### config.mk
export PLATFORM = sky130hd
export DESIGN_NAME = uart_msg_sequencer
export DESIGN_NICKNAME = d
export VERILOG_FILES = /design/src/rtl/uart_msg_sequencer.sv
export SDC_FILE = /design/constraint.sdc
export NUM_CORES = 1
export LEC_CHECK = 0
export CORE_MARGIN = 2
export CORE_UTILIZATION = 35
export CTS_CLUSTER_DIAMETER = 40
export DETAILED_ROUTE_END_ITERATION = 10
export PLACE_DENSITY = 0.55
export SETUP_SLACK_MARGIN = 0.4
export SLEW_MARGIN = 20
export SYNTH_ARGS = -nofsm -noshare
export SYNTH_HDL_FRONTEND = slang
export SYNTH_SLANG_ARGS = --single-unit
### constraint.sdc
create_clock -name clk -period 5.4 [get_ports clk]
set_clock_uncertainty 0.2 [all_clocks]
set_input_delay 1.08 -clock clk [delete_from_list [all_inputs] [get_ports clk]]
set_output_delay 1.08 -clock clk [all_outputs]
set_load 0.005 [all_outputs]
### src/rtl/uart_msg_sequencer.sv
// Streams a canned game message, an optional decimal value and CR LF into uart_tx
// one byte at a time over its send/busy handshake.
module uart_msg_sequencer #(
    parameter int ACK_TIMEOUT = 16
) (
    input  logic       clk,
    input  logic       rst,
    input  logic       req,
    input  logic [1:0] msg_id,
    input  logic [7:0] value,
    input  logic       show_val,
    output logic       ready,
    output logic       done,
    output logic       err,
    output logic [7:0] tx_data,
    output logic       tx_send,
    input  logic       tx_busy
);

    localparam int CW = $clog2(ACK_TIMEOUT + 1);

    typedef enum logic [2:0] {
        S_IDLE, S_LOAD, S_SEND, S_WAIT_BUSY, S_WAIT_DONE, S_DONE
    } state_t;

    state_t        state_q, state_d;
    logic [3:0]    idx_q, idx_d;
    logic [CW-1:0] cnt_q, cnt_d;
    logic [1:0]    id_q, id_d;
    logic          show_q, show_d;
    logic [7:0]    tx_data_q, tx_data_d;
    logic          tx_send_q, tx_send_d;
    logic [11:0]   bcd_q, bcd_d;
    logic [7:0]    sh_q, sh_d;
    logic [3:0]    dab_q, dab_d;
    logic          latch;

    logic [3:0]  tlen, ndig, vlen, msg_len, dpos;
    logic [3:0]  dig;
    logic [7:0]  cur_byte;
    logic [11:0] bcd_adj;

    function automatic logic [3:0] text_len(input logic [1:0] id);
        case (id)
            2'd0:    return 4'd7;
            2'd1:    return 4'd8;
            2'd2:    return 4'd7;
            default: return 4'd6;
        endcase
    endfunction

    // Strings are right-aligned in 64 bits: character k sits at byte (len-1-k).
    function automatic logic [7:0] text_char(input logic [1:0] id, input logic [3:0] k);
        logic [63:0] s;
        int          l;
        case (id)
            2'd0:    s = 64'h00544F4F204C4F57;  // TOO LOW
            2'd1:    s = 64'h544F4F2048494748;  // TOO HIGH
            2'd2:    s = 64'h00434F5252454354;  // CORRECT
            default: s = 64'h00004755455353_3A; // GUESS:
        endcase
        l = int'(text_len(id));
        if (int'(k) < l) return s[8*(l-1-int'(k)) +: 8];
        return 8'h00;
    endfunction

    // Byte selection for the current index.
    always_comb begin
        tlen    = text_len(id_q);
        ndig    = (bcd_q[11:8] != 4'd0) ? 4'd3 : (bcd_q[7:4] != 4'd0) ? 4'd2 : 4'd1;
        vlen    = show_q ? (4'd1 + ndig) : 4'd0;
        msg_len = tlen + vlen + 4'd2;
        dpos    = idx_q - tlen - 4'd1 + (4'd3 - ndig);
        case (dpos[1:0])
            2'd0:    dig = bcd_q[11:8];
            2'd1:    dig = bcd_q[7:4];
            default: dig = bcd_q[3:0];
        endcase
        if (idx_q < tlen)
            cur_byte = text_char(id_q, idx_q);
        else if (idx_q < tlen + vlen)
            cur_byte = (idx_q == tlen) ? 8'h20 : {4'h3, dig};
        else if (idx_q == tlen + vlen)
            cur_byte = 8'h0D;
        else
            cur_byte = 8'h0A;
    end

    // Double-dabble: finishes in 8 cycles, long before the first digit byte.
    always_comb begin
        for (int n = 0; n < 3; n++)
            bcd_adj[4*n +: 4] = (bcd_q[4*n +: 4] >= 4'd5) ? bcd_q[4*n +: 4] + 4'd3 : bcd_q[4*n +: 4];
        bcd_d = bcd_q;
        sh_d  = sh_q;
        dab_d = dab_q;
        if (latch) begin
            bcd_d = 12'd0;
            sh_d  = value;
            dab_d = 4'd8;
        end else if (dab_q != 4'd0) begin
            {bcd_d, sh_d} = {bcd_adj[10:0], sh_q, 1'b0};
            dab_d         = dab_q - 4'd1;
        end
    end

    always_comb begin
        state_d   = state_q;
        idx_d     = idx_q;
        cnt_d     = cnt_q;
        id_d      = id_q;
        show_d    = show_q;
        tx_data_d = tx_data_q;
        tx_send_d = 1'b0;
        ready     = 1'b0;
        done      = 1'b0;
        err       = 1'b0;
        latch     = 1'b0;
        case (state_q)
            S_IDLE: begin
                ready = 1'b1;
                if (req) begin
                    latch   = 1'b1;
                    id_d    = msg_id;
                    show_d  = show_val;
                    idx_d   = 4'd0;
                    state_d = S_LOAD;
                end
            end
            S_LOAD: begin
                if (!tx_busy) begin
                    tx_data_d = cur_byte;
                    state_d   = S_SEND;
                end
            end
            S_SEND: begin
                tx_send_d = 1'b1;
                cnt_d     = '0;
                state_d   = S_WAIT_BUSY;
            end
            S_WAIT_BUSY: begin
                // busy takes priority over a timeout reached in the same cycle
                if (tx_busy) begin
                    state_d = S_WAIT_DONE;
                end else if (cnt_q == CW'(ACK_TIMEOUT)) begin
                    err     = 1'b1;
                    state_d = S_IDLE;
                end else begin
                    cnt_d = cnt_q + 1'b1;
                end
            end
            S_WAIT_DONE: begin
                if (!tx_busy) begin
                    idx_d   = idx_q + 4'd1;
                    state_d = (idx_q == msg_len - 4'd1) ? S_DONE : S_LOAD;
                end
            end
            S_DONE: begin
                done    = 1'b1;
                state_d = S_IDLE;
            end
            default: state_d = S_IDLE;
        endcase
    end

    always_ff @(posedge clk) begin
        if (rst) begin
            state_q   <= S_IDLE;
            idx_q     <= 4'd0;
            cnt_q     <= '0;
            id_q      <= 2'd0;
            show_q    <= 1'b0;
            tx_data_q <= 8'h00;
            tx_send_q <= 1'b0;
            bcd_q     <= 12'd0;
            sh_q      <= 8'd0;
            dab_q     <= 4'd0;
        end else begin
            state_q   <= state_d;
            idx_q     <= idx_d;
            cnt_q     <= cnt_d;
            id_q      <= id_d;
            show_q    <= show_d;
            tx_data_q <= tx_data_d;
            tx_send_q <= tx_send_d;
            bcd_q     <= bcd_d;
            sh_q      <= sh_d;
            dab_q     <= dab_d;
        end
    end

    assign tx_data = tx_data_q;
    assign tx_send = tx_send_q;

endmodule
==> impl_results.md, run 1 <==
* Status: finished, final reports clean
* Final Slew Violations at 0
* Starting Density at 35.6%
* Leak pwr at 0.00145 uW
* Share of cells above drive strength 1 at 3.70%
* Layout filler cell count at 1005
* Syn nets at 499
* Peak supply drop at 212 uV
* Max_slew headroom at 38.7%
* Final hold viol count at 0
* Hold path cells at 2
* Arr. time, crit path at 4210 ps
* Storage cell area at 941 um2
* Setup repair bufs after CTS at 0
* Max Clock Freq at 238 MHz
* RR Startpoint: bcd_q[8]
* Final setup vio count at 0
* Largest net degree at the start of global routing at 34
* I/O Pins at 27
* DRC Markers at 0
* DRT antenna net count at 0
* Routed WL at 8.06 mm
* Core area at 9680 um2
* Multi-input logic area at 2310 um2
* TritonCTS Buffers at 5
* Pre-antenna DRT Iters at 4
* Setup TNS at 0 ps
* Slew @ Worst Pin at 917 ps
* Hold path start: bcd_q[9]
* PD cells at 326 nW/um2
* H-tree Lvls at 2
* GPL Wtd Cong at 0.856
* Synth Instances at 451
* CTS tree: yes
* Top cells by area, synth: dfxtp_1 27%, ha_1 11%, nand2_1 6.4%
* Final Core Density at 40.3%
* Distinct cells, synth at 64
* Commonest non-fill, non-tap cell in the layout: nand2_1
* Reg-to-reg slack, setup at 1200 ps
* R2R depth at 17
* GRT Util Overall at 15.4%
* # hold bufs at CTS at 0
* Synth area leader: dfxtp_1
* Placed cell areas at 3770 um2
* Crit path kind: flop to flop
* CTS root buf: clkbuf_8
* CP Launch Type: flop
* WL/cell at 13.6 um
* Avg Synthesized Cell Area at 7.64 um2
* Worst Setup SP: bcd_q[8]
* Largest stage delay, worst path at 470 ps
* Die ar. at 10700 um2
* Skew-Pair Late Insertion Delay at 300 ps
* R2R Path End: tx_data[1]
* DR iter-0 viols at 123
* CP max stage cell: or3b_2
* Via/cell ratio at 5.17
* First-pass GRT wire length at 13.2 mm
* Post-CTS sizing at 0
* Clock net sink count at 47
* Crit path max fanout at 5
* Vias at 3065
* Layout area overhead at 13.3%
* Req. time, crit path at 5410 ps
* Min Tclk post-route at 4200 ps
* Hold WS at 273 ps
* Vias in the first global route at 2705
* Most used cell, CP: ha_1
* Row count at 36
* Worst Hold Class: flop to flop
* Port Buf Inserts at 25
* Worst Hold End: bcd_q[9]
* Post-synthesis register bit count at 47
* Ys flop type: dfxtp_1
* Critical Path, Cell by Cell: inv_1 > ha_1 > or3b_2 > nor2_1 > and2_1 > ha_1 > inv_1 > fa_1 > xnor2_1 > xnor2_1 > ha_1 > o21ai_0 > a21oi_1 > nor2_1 > and3_1 > o211ai_1 > a311oi_1
* Final instance area at 3900 um2
* Final Cycle Share at 77.8%
* YS warnings at 0
* Crit. End Element: flop
* HPWL Detailed at 5.78 mm
* Most frequent cells in the layout: 59 x nand2_1, 49 x nor2_1, 47 x dfxtp_1, 43 x a21oi_1, 30 x ha_1
* Inserted Diodes at 0
* Final instance count without filler cells at 593
* Final #Nets at 507
* Die W at 103 um
* Overflow after GRT at 0
* Post-synth EDFFs at 0
* Clock buffer depth at 2
* Mapped cell area at 3450 um2
* Max Cap Viol at 0
* Synth top area share at 27.3%
* Initial antenna violation count at 0
* # placed instances at 585
* Async SR Flop Fraction at 0%
* RSZ-0062 raised after global routing: no
* Sequential area share after synthesis at 27.3%
* Clock transition at path regs at 90 ps
* Chip height at 103 um
layout make-up:
class | instances | share of cell area (%)
Multi-Input combinational cell | 355 | 59.2
Tap cell | 133 | 4.26
Timing Repair Buffer | 26 | 6.60
Sequential cell | 47 | 24.1
Clock inverter | 3 | 1.73
Inverter | 24 | 2.31
Clock buffer | 5 | 1.76
cell usage after synthesis, types with 3 or more instances:
master,number
a21o_1,5
or3_1,5
xnor2_1,18
nand2b_1,8
nand2_1,59
o211ai_1,5
xor2_1,5
a211oi_1,4
o31ai_1,3
a311oi_1,10
ha_1,30
inv_1,24
nand3_1,8
clkbuf_1,20
fa_1,3
nor2_1,49
nand4_1,8
a21oi_1,43
mux2i_1,7
nor3b_1,6
o21ai_0,17
dfxtp_1,47
nor3_1,12
nor2b_1,4
worst max path at each step:
stage / to / slack [ps]
6_report: tx_data[1] / 1200
5_1_grt: tx_data[1] / 860
4_1_cts: tx_data[1] / 1190
3_5_place_dp: tx_data[1] / 1210
3_3_place_gp: tx_data[1] / 1390
2_1_floorplan: tx_data[1] / 1590
critical path, delay by kind of cell, from the launching register on:
kind | cells | cell delay [ps]
flops | 1 | 360
xor+xnor | 2 | 440
buf+inv | 2 | 130
fa+ha+maj | 4 | 1070
simple gates | 5 | 1330
compound gates | 4 | 600
power by group:
group          internal, uW  total, uW  switching [uW]
sequential              392        432            40.6
combinational           208        533             325
clock                   185        308             123
total                   784       1270             489
flip-flops by register name, indices dropped and copies added (netlist names):
name and count:
state_q 3, dab_q 4, tx_data 7, show_q 1, idx_q 4, tx_send 1
bcd_q 12, id_q 2, sh_q 8, cnt_q 5
routing by layer:
metal	track usage [%]	share of wire (%)	routed length [um]
met3	2.28	3.5	285
met2	24.3	46	3670
met5	0	0	0
met4	3.04	0.60	48
met1	22.4	50	4050
per-stage QoR:
stage	setup WS [ps]	total power (uW)
floorplan	1590	855
global placement	1390	974
detailed placement	1210	975
CTS	1190	1290
global route	859	1370
finish	1200	1270
cells by family (layout without fill, tap and decap cells):
| family | Yosys count | in the layout | synth area share (%) |
|---|---|---|---|
| other | 1 | 1 | 0.109 |
| XOR/XNOR | 24 | 24 | 6.32 |
| multiplexers | 9 | 9 | 2.69 |
| AND/OR/NAND/NOR | 176 | 176 | 24.5 |
| adder cells (fa/ha/maj) | 33 | 33 | 12.6 |
| AO/OA/AOI/OAI | 112 | 112 | 20.8 |
| flip-flops | 47 | 47 | 27.3 |
| buffers and inverters | 49 | 58 | 5.63 |
No activity file was read; power rests on OpenSTA's default activity.
==> run 2: changes to the inputs <==
Settings changed: PLACE_DENSITY 0.55 to 0.57.
Clock period 5.4 ns to 3.55 ns, I/O delays scaled along.
==> impl_results.md, run 2 (synthesis results as in run 1) <==
* Die W at 103 um
* I/O Pins at 27
* Final Slew Violations at 0
* Crit path kind: flop to flop
* Final instance area at 4180 um2
* CTS root buf: clkbuf_8
* Vias in the first global route at 2948
* Number of flip-flops under the largest register name at 12
* Max Cap Viol at 0
* CP Launch Type: flop
* HPWL Detailed at 6.11 mm
* Crit. End Element: flop
* Placed cell areas at 3960 um2
* Max_slew headroom at 48.9%
* Via/cell ratio at 5.19
* Final instance count without filler cells at 623
* Final hold viol count at 0
* Clock net sink count at 47
* Slew @ Worst Pin at 766 ps
* DRT antenna net count at 0
* Final Cycle Share at 98.8%
* Starting Density at 35.6%
* Leak pwr at 0.00160 uW
* Req. time, crit path at 3570 ps
* Vias at 3231
* First-pass GRT wire length at 13.7 mm
* Commonest non-fill, non-tap cell in the layout: nand2_1
* Largest reg by FF count: bcd_q
* Final #Nets at 537
* Chip height at 103 um
* WL/cell at 13.6 um
* Arr. time, crit path at 3520 ps
* Clock buffer depth at 2
* Initial antenna violation count at 0
* Inserted Diodes at 0
* Die ar. at 10700 um2
* Min Tclk post-route at 3510 ps
* Share of cells above drive strength 1 at 14.1%
* Skew-Pair Late Insertion Delay at 300 ps
* GRT Util Overall at 15.9%
* Row count at 36
* Peak supply drop at 740 uV
* Most frequent cells in the layout: 59 x nand2_1, 47 x nor2_1, 44 x dfxtp_1, 40 x a21oi_1, 31 x buf_4
* Status: finished, final reports clean
* H-tree Lvls at 2
* Clock transition at path regs at 90 ps
* Final Core Density at 43.1%
* Layout area overhead at 21.2%
* Worst Hold Class: flop to flop
* # hold bufs at CTS at 0
* DRC Markers at 0
* Routed WL at 8.49 mm
* Largest net degree at the start of global routing at 28
* Pre-antenna DRT Iters at 6
* Core area at 9680 um2
* CTS tree: yes
* Port Buf Inserts at 25
* Overflow after GRT at 0
* DR iter-0 viols at 115
* Crit path max fanout at 4
* Max Clock Freq at 285 MHz
* GPL Wtd Cong at 0.923
* RSZ-0062 raised after global routing: yes
* PD cells at 470 nW/um2
* Final setup vio count at 0
* # placed instances at 605
* TritonCTS Buffers at 5
## run 2: path summary, 6_finish.rpt
path / from / endpoint / slack, ps / depth (start not counted)
setup / recovery: bcd_q[9] / tx_data[1] / 40 / 17
hold / removal: sh_q[7] / bcd_q[0] / 270 / 2
setup reg to reg: bcd_q[9] / tx_data[1] / 40 / 17
hold reg to reg: sh_q[7] / bcd_q[0] / 270 / 2
## run 2: cell type report
| cell class | instances | area (um2) |
|---|---|---|
| repair buffers | 56 | 483 |
| clock inverters | 3 | 18.8 |
| fillers | 990 | 5510 |
| inverters | 24 | 90.1 |
| multi-input cells | 355 | 2410 |
| clock buffers | 5 | 68.8 |
| well taps | 133 | 166 |
| flip-flops and latches | 47 | 945 |
## run 2: layer usage
layer | share of wire, % | routed length [um] | vias up | track usage, %
li1 | - | - | 1660 | -
met1 | 49 | 4200 | 1500 | 21.5
met2 | 46 | 3940 | 62 | 26.4
met3 | 2.8 | 235 | 9 | 2.89
met4 | 1.3 | 109 | 0 | 3.95
met5 | 0 | 0 | - | 0
## run 2: per-stage QoR
stage | hold slack (ps) | setup slack [ps] | power [uW] | TNS, ps
3_3_place_gp | 250 | 82.1 | 1570 | 0
5_1_grt | 305 | -123 | 2120 | -188
2_1_floorplan | 237 | 88.3 | 1330 | 0
4_1_cts | 275 | 57.3 | 1940 | 0
6_report | 272 | 43.9 | 1960 | 0
3_5_place_dp | 260 | -11.9 | 1580 | -11.9
## run 2: timing repair
| action | in CTS | in global routing |
|---|---|---|
| buffers inserted | 5 | 5 |
| setup endpoints to repair | 6 | 7 |
| pin swaps | 10 | 10 |
| gates resized for setup | 3 | 8 |
## run 2: where the power goes
group,switching (uW),internal [uW]
Clock,195,139
Combinational,557,423
Sequential,51.3,597
Total,803,1160
## run 2: worst max-delay path, stage by stage, from the launching register on
cell and delay [ps]:
dfxtp_2 330, inv_2 70, ha_4 120, or3b_4 390
nor2_4 100, and2_4 150, ha_4 130, inv_2 30
fa_2 340, xnor2_2 160, xnor2_2 140, ha_1 310
o21ai_1 120, a21oi_1 60, nor2_2 170, and3_4 230
o211ai_1 90, a311oi_1 280
